===== config.mk =====
export PLATFORM = sky130hd
export DESIGN_NAME = fetch_sequencer
export DESIGN_NICKNAME = d
export VERILOG_FILES = /design/src/rtl/nandy_pkg.sv /design/src/rtl/fetch_sequencer_pc_reg.sv /design/src/rtl/fetch_sequencer.sv
export SDC_FILE = /design/constraint.sdc
export NUM_CORES = 1
export LEC_CHECK = 0
export CAP_MARGIN = 20
export CORE_MARGIN = 1
export CORE_UTILIZATION = 37
export CTS_BUF_LIST = sky130_fd_sc_hd__clkbuf_16
export DETAILED_ROUTE_END_ITERATION = 7
export PLACE_DENSITY = 0.75
export SLEW_MARGIN = 25
export SYNTH_ARGS = -nofsm -noshare
export SYNTH_HDL_FRONTEND = slang
export SYNTH_SLANG_ARGS = --single-unit

===== constraint.sdc =====
create_clock -name clk -period 5.45 [get_ports clk]
set_input_delay 1.09 -clock clk [delete_from_list [all_inputs] [get_ports clk]]
set_output_delay 1.09 -clock clk [all_outputs]
set_load 0.005 [all_outputs]

===== src/rtl/nandy_pkg.sv =====
// Shared definitions for the nandy fetch/sequence front end.
// Holds the sequencer state encoding and the instruction-format constants.
package nandy_pkg;

    typedef enum logic [1:0] {
        SEQ_FETCH = 2'b00,
        SEQ_EXEC0 = 2'b01,
        SEQ_EXEC1 = 2'b10
    } seq_state_t;

    // Opcode bit that marks an instruction needing a second execute cycle.
    localparam int TWO_CYCLE_BIT = 7;

    function automatic logic is_two_cycle(input logic [7:0] op);
        return op[TWO_CYCLE_BIT];
    endfunction

endpackage


===== src/rtl/fetch_sequencer_pc_reg.sv =====
// pc_reg: program counter register with async active-low reset to RESET_PC.
// Ports: clk, nrst, inc (pc+1), load (pc<-load_val, wins over inc), pc out.
module pc_reg #(
    parameter int                ADDR_W   = 16,
    parameter logic [ADDR_W-1:0] RESET_PC = '0
) (
    input  logic              clk,
    input  logic              nrst,
    input  logic              inc,
    input  logic              load,
    input  logic [ADDR_W-1:0] load_val,
    output logic [ADDR_W-1:0] pc
);

    // Increment wraps naturally modulo 2^ADDR_W.
    always_ff @(posedge clk or negedge nrst) begin
        if (!nrst) begin
            pc <= RESET_PC;
        end else if (load) begin
            pc <= load_val;
        end else if (inc) begin
            pc <= pc + ADDR_W'(1);
        end
    end

endmodule


===== src/rtl/fetch_sequencer.sv =====
// fetch_sequencer: fetches one instruction byte per slot over req/ack, holds it
// in the instruction register and sequences the one/two-cycle execute phase.
// Ports: clk/nrst; imem_req/addr/ack/data fetch bus; stall; J/jump_addr and
// WC/carry_in from the decoder/ALU; inst, cycle, ncycle, ex, carry, pc out.
module fetch_sequencer
    import nandy_pkg::*;
#(
    parameter int                ADDR_W   = 16,
    parameter logic [ADDR_W-1:0] RESET_PC = '0
) (
    input  logic              clk,
    input  logic              nrst,
    output logic              imem_req,
    output logic [ADDR_W-1:0] imem_addr,
    input  logic              imem_ack,
    input  logic [7:0]        imem_data,
    input  logic              stall,
    input  logic              J,
    input  logic [ADDR_W-1:0] jump_addr,
    input  logic              WC,
    input  logic              carry_in,
    output logic [7:0]        inst,
    output logic              cycle,
    output logic              ncycle,
    output logic              ex,
    output logic              carry,
    output logic [ADDR_W-1:0] pc
);

    seq_state_t state;

    logic in_fetch;
    logic in_exec0;
    logic in_exec1;
    logic accept;
    logic advance;
    logic jump_take;

    assign in_fetch  = (state == SEQ_FETCH);
    assign in_exec0  = (state == SEQ_EXEC0);
    assign in_exec1  = (state == SEQ_EXEC1);

    // Ack only counts while a fetch is outstanding.
    assign accept    = in_fetch && imem_ack;

    // An execute cycle completes only when not stalled.
    assign advance   = (in_exec0 || in_exec1) && !stall;

    // Jumps are only honoured in the second execute cycle.
    assign jump_take = in_exec1 && !stall && J;

    pc_reg #(
        .ADDR_W   (ADDR_W),
        .RESET_PC (RESET_PC)
    ) u_pc (
        .clk      (clk),
        .nrst     (nrst),
        .inc      (accept),
        .load     (jump_take),
        .load_val (jump_addr),
        .pc       (pc)
    );

    always_ff @(posedge clk or negedge nrst) begin
        if (!nrst) begin
            state <= SEQ_FETCH;
            inst  <= 8'h00;
            carry <= 1'b0;
        end else begin
            unique case (state)
                SEQ_FETCH: begin
                    if (imem_ack) begin
                        inst  <= imem_data;
                        state <= SEQ_EXEC0;
                    end
                end
                SEQ_EXEC0: begin
                    if (!stall) begin
                        state <= is_two_cycle(inst) ? SEQ_EXEC1
                                                    : SEQ_FETCH;
                    end
                end
                SEQ_EXEC1: begin
                    if (!stall) begin
                        state <= SEQ_FETCH;
                    end
                end
                default: state <= SEQ_FETCH;
            endcase

            if (advance && WC) begin
                carry <= carry_in;
            end
        end
    end

    // Phase outputs decode from the state register only, so they never
    // glitch on input changes. The request is gated by reset so nothing is
    // requested while the block is held in reset.
    assign imem_req  = in_fetch && nrst;
    assign imem_addr = pc;
    assign ex        = in_exec0 || in_exec1;
    assign cycle     = in_exec1;
    assign ncycle    = !in_exec1;

endmodule


==> results of run 1 <==
per-stage QoR:
stage	area, sq um	cells
after floorplan	1525	156
after global placement	2228	263
after detailed placement	2228	263
after CTS	2308	267
after global routing	2308	267
final	2308	267
layout by cell type (no fill, tap or decap), types with 2 or more instances in the layout:
master	synthesis	layout
mux2_2	10	10
ha_1	5	5
or4_1	2	2
xor2_1	6	6
xnor2_1	5	5
inv_1	7	7
clkbuf_16	0	3
clkdlybuf4s50_1	0	75
nor2_1	6	6
buf_4	16	2
nand3_1	9	9
nand4_1	2	2
nor3_1	3	3
and3_1	2	2
dfrtp_1	27	27
nand2_1	20	20
a31oi_1	3	3
o21ai_0	14	14
metal layers:
layer  routed length, um  share of wire  GRT usage
met5                   0              0          0
met4                  26         0.0079    0.04787
met3                 321          0.097    0.06207
met2                1492           0.45     0.2628
met1                1459           0.44     0.1983
where the power goes:
group          leakage [nW]  switching, mW  internal (mW)
Sequential            0.325          0.112          0.300
Clock                0.0409         0.0649         0.0989
Combinational         0.542          0.188          0.397
Total                 0.908          0.365          0.796
cell usage after synthesis (2+ instances only):
library cell  number
xnor2_1            5
nor3_1             3
buf_4             16
dfrtp_1           27
ha_1               5
inv_1              7
nand4_1            2
clkbuf_1           2
o21ai_0           14
and3_1             2
nand2_1           20
mux2_2            10
xor2_1             6
nand3_1            9
nor2_1             6
a31oi_1            3
or4_1              2
cell type report:
cell class / count / area share
clock inverters: 1 / 0.002168
well taps: 48 / 0.02602
multi-input cells: 104 / 0.3035
inverters: 7 / 0.01138
repair buffers: 77 / 0.3317
flip-flops and latches: 27 / 0.2927
clock buffers: 3 / 0.03252
worst min path at each step:
stage / start / end / slack [ns] / cells past startpoint
detailed placement: inst[0] / inst[0] / 0.49 / 1
global placement: inst[1] / inst[1] / 0.49 / 1
global route: inst[3] / inst[3] / 0.53 / 1
CTS: inst[4] / inst[4] / 0.51 / 1
finish: carry / carry / 0.50 / 1
floorplan: state[1] / state[1] / 0.48 / 2
kinds of logic (layout without fill, tap and decap cells):
kind of cell | Yosys count | after routing
simple gates | 55 | 55
flops | 27 | 27
buf+inv | 25 | 88
compound gates | 22 | 22
xor+xnor | 11 | 11
mux | 11 | 11
fa+ha+maj | 5 | 5
critical path, delay by kind of cell:
| kind | cells | cell delay, ns |
|---|---|---|
| and+or+nand+nor | 1 | 0.18 |
| buffers and inverters | 3 | 1.27 |
==> results by group, run 1 <==
Worst hold path
  – Class of the worst hold path: reg -> reg

Routing
  – Residual DRC: 0
  – Vias per inst: 4.850
  – Via count: 1295
  – Pre-antenna DRT Iters: 4
  – WL/cell: 12.36 um
  – DRT antenna net count: 0
  – Initial DRC Count: 46
  – Final WL: 3299 um

Run
  – Maxcap violations: 0

Clocking
  – Post-cts sizing count: 0
  – Clock sink total: 27
  – H-tree depth: 1
  – CTS buffer count: 3
  – Clock transition at the registers of the reported paths: 0.07 ns
  – TritonCTS clock tree: done
  – CTS max path bufs: 2
  – Skew-Pair Late Insertion Delay: 0.26 ns
  – Clock Tree Root: clkbuf_16
  – Setup Buffers After CTS: 0
  – Post-CTS Hold Buffers: 0

Floorplanning
  – Die Y-Extent: 66.21 um
  – Initial core utilization: 0.4015
  – Rows: 22
  – Die X: 66.21 um
  – Core area: 0.003799 sq mm
  – IO Count: 76
  – Die ar.: 0.004383 sq mm

Critical path
  – Reg2Reg Depth: 6
  – Worst reg2reg setup slack: 3.46 ns
  – Worst R2R Start: state[1]
  – Critical path origin: nrst
  – Crit-path max cell delay: 0.49 ns
  – CP Capture Type: output pin
  – Worst setup SP type: primary input
  – Crit-path cells: clkdlybuf4s50_1 > buf_4 > and2_1 > clkdlybuf4s50_1
  – WP data required: 4.36 ns
  – CP most frequent cell: clkdlybuf4s50_1
  – Slowest CP cell: clkdlybuf4s50_1
  – Highest net fanout along the worst path: 28
  – R2R Path End: u_pc.pc[13]
  – Worst setup path endpoint: imem_req
  – Crit Path Category: in -> out
  – Critical Path AT: 2.54 ns

Logic synthesis
  – Main synth FF type: dfrtp_1
  – Post-synthesis adder-cell area fraction: 0.04102
  – Mapped Area: 0.001525 sq mm
  – Async S/R FF share, synth: 1.000
  – Synth area leaders: dfrtp_1 (44%), buf_4 (7.9%), mux2_2 (7.4%)
  – Unique masters post-synth: 34
  – Mux contribution to synthesized area: 0.08039
  – Post-synthesis cell count: 156
  – Avg Inst Size Synth: 9.777 sq um
  – XOR/XNOR Fraction of Synth Area: 0.06317
  – Post-Syn Nets: 192
  – YS warnings: 0
  – Sequential share of the synthesized area: 0.4430
  – Post-synthesis compound-gate area fraction: 0.08285
  – Top cell type's share of synthesized area: 0.4430
  – Number of synthesized flops with an enable pin: 0
  – Synth Area in Simple Gates: 0.1887
  – Largest family of logic cells by synthesized area: simple AND/OR/NAND/NOR gates
  – Largest area contributor in the netlist: dfrtp_1
  – FF+latch count, synth: 27

STA
  – Slew Limit Fails: 0
  – Final worst setup slack: 1.818 ns
  – Final setup vio count: 0
  – Final min period: 3.632 ns
  – Setup_tns: 0 ns
  – Slew @ Worst Pin: 0.4007 ns
  – Final hold slack: 0.5046 ns
  – RSZ-0062 raised after global routing: false
  – Clock skew: 0.005374 ns
  – Fin. Hold Viols: 0
  – Period utilization: 0.6664
  – Slew headroom: 0.7323
  – Fmax: 0.2753 GHz

Power and ir drop
  – Power Total: 1.161 mW
  – Static Leak: 0.9083 nW
  – Worst vdd ir: 0.2682 mV
  – Pwr Density: 503.0 mW/mm^2

Final layout
  – Antenna fix cells: 0
  – Seq. cell area: 675.6 sq um
  – Final Util: 0.6077
  – Area Overhead vs Synth: 51.35%
  – Nets@finish: 256
  – Multi-input logic area: 700.7 sq um
  – Fill cell count: 325
  – Share of cells above drive strength 1: 0.09132
  – Max reg flops: 16

Global routing
  – Initial antenna violation count: 0
  – Residual overflow from global routing: 0
  – Total GRT Usage: 0.1621
  – First-pass GRT wire length: 5471 um
  – Pin count of the biggest net entering global routing: 29
  – Vias in the first global route: 1221

Placement
  – Number of port buffers: 75
  – Routability Congestion: 0.7660
  – Setup slack at placement: 1.782 ns
  – Dpl hpwl: 2513 um

Outcome
  – Outcome: completed
(Power assumes the default switching activity.)
==> inputs of run 2 (changes only) <==
==> constraint.sdc (replaced) <==
create_clock -name clk -period 3.8 [get_ports clk]
set_input_delay 0.76 -clock clk [delete_from_list [all_inputs] [get_ports clk]]
set_output_delay 0.76 -clock clk [all_outputs]
set_load 0.005 [all_outputs]
==> run 2 against run 1 <==
- via count up 1.3%
- worst setup slack worse by 0.64 ns
- hold slack worse by 0.00066 ns
- count of clock-buffer cells in the layout unchanged
- critical endpoint unchanged
- largest cell class unchanged
==> results by group, run 2 (synthesis results as in run 1) <==
Placement
  – Routability Congestion: 0.7537
  – Inst Count DP: 263
  – Cell Area, Placed: 0.002228 sq mm
  – Setup slack at placement: 1.160 ns
  – Dpl hpwl: 2522 um
  – Number of port buffers: 75

Critical path
  – WP data required: 3.04 ns
  – Worst R2R Start: state[0]
  – Crit Path Category: in -> out
  – Worst setup SP type: primary input
  – Reg2Reg Depth: 6
  – Critical Path AT: 1.86 ns
  – R2R Path End: u_pc.pc[7]
  – Highest net fanout along the worst path: 2
  – Worst reg2reg setup slack: 1.82 ns
  – CP Capture Type: output pin

Clocking
  – Skew-Pair Late Insertion Delay: 0.26 ns
  – CTS buffer count: 3
  – Clock Tree Root: clkbuf_16
  – Post-cts sizing count: 0
  – Clock transition at the registers of the reported paths: 0.07 ns
  – Setup Buffers After CTS: 0
  – H-tree depth: 1
  – CTS max path bufs: 2
  – Post-CTS Hold Buffers: 0
  – TritonCTS clock tree: done
  – Clock sink total: 27

Floorplanning
  – Die ar.: 0.004383 sq mm
  – Initial core utilization: 0.4015
  – IO Count: 76
  – Rows: 22
  – Die X: 66.21 um
  – Die Y-Extent: 66.21 um
  – Core area: 0.003799 sq mm

Worst hold path
  – Class of the worst hold path: reg -> reg
  – Hold depth: 1
  – Hold Path End: inst[3]
  – Worst hold path startpoint: inst[3]

Routing
  – DRT antenna net count: 0
  – Pre-antenna DRT Iters: 4
  – Initial DRC Count: 35
  – WL/cell: 12.37 um
  – Vias per inst: 4.914
  – Final WL: 3302 um
  – Residual DRC: 0
  – Via count: 1312

STA
  – Fin. Hold Viols: 0
  – Slew Limit Fails: 0
  – Setup_tns: 0 ns
  – Period utilization: 0.6908
  – Final hold slack: 0.5039 ns
  – Slew headroom: 0.5078
  – Fmax: 0.3810 GHz
  – Final setup vio count: 0
  – Final worst setup slack: 1.175 ns
  – RSZ-0062 raised after global routing: false
  – Slew @ Worst Pin: 0.7351 ns
  – Final min period: 2.625 ns
  – Clock skew: 0.004436 ns

Power and ir drop
  – Power Total: 1.668 mW
  – Clk pwr share: 0.143
  – Sw Pwr: 527.2 uW
  – Switching part of the total: 0.3161
  – Sequential Power Share: 0.353
  – Cell-internal power: 1.141 mW
  – Pwr Density: 722.5 mW/mm^2
  – Static Leak: 0.9083 nW
  – Comb pwr share: 0.504
  – Worst vdd ir: 0.4779 mV

Final layout
  – Share of cells above drive strength 1: 0.09132
  – Commonest non-fill, non-tap cell in the layout: clkdlybuf4s50_1
  – Layout Cell Area excl Fill: 0.002308 sq mm
  – Antenna fix cells: 0
  – Non-Filler Instances: 267
  – Max reg flops: 16
  – Final Util: 0.6077
  – Nets@finish: 256
  – Area Overhead vs Synth: 51.35%
  – Commonest cells after routing, fill and taps aside: clkdlybuf4s50_1 (75), dfrtp_1 (27), nand2_1 (20)

Global routing
  – First-pass GRT wire length: 5388 um
  – Vias in the first global route: 1225
  – Initial antenna violation count: 0
  – Residual overflow from global routing: 0
  – Pin count of the biggest net entering global routing: 28
  – Total GRT Usage: 0.1597

Outcome
  – Outcome: completed

Run
  – Maxcap violations: 0
## run 2: cell counts in the layout (fill, tap and decap cells not counted)
No cell type changed its count.
## run 2: final cells by class
class,count,area (sq um)
sequential,27,675.6
tap,48,60.06
clock inverter,1,5.005
fill,332,1490
clock buffer,3,75.07
timing repair buffer,77,765.7
multi-input combinational,104,700.7
inverter,7,26.28
## run 2: how the worst max path moves through the flow
stage          depth (start not counted)     start          to  slack, ns
3_3_place_gp                           3      nrst    imem_req       1.16
3_5_place_dp                           3      nrst    imem_req       1.16
4_1_cts                                3      nrst    imem_req       1.16
2_1_floorplan                          7  state[0]  u_pc.pc[0]       2.04
5_1_grt                                3      nrst    imem_req       1.13
6_report                               3      nrst    imem_req       1.18
## run 2: worst max-delay path, cell delays in order
cell and delay (ns):
clkdlybuf4s50_1 0.48, and2_1 0.13, clkdlybuf4s50_1 0.49
## run 2: metal layers
layer,vias up,track usage,part of all wire
met5,-,0,0
met4,0,0.03191,0.0036
met3,2,0.06034,0.096
met2,53,0.2653,0.47
met1,599,0.1968,0.43
li1,658,-,-
## run 2: power groups by stage
stage / Combinational, mW / Sequential [mW] / Clock [mW]
CTS: 0.855 / 0.592 / 0.243
floorplan: 0.403 / 0.585 / 0
global placement: 0.840 / 0.592 / 0
global route: 0.928 / 0.619 / 0.256
finish: 0.841 / 0.589 / 0.238
detailed placement: 0.848 / 0.596 / 0
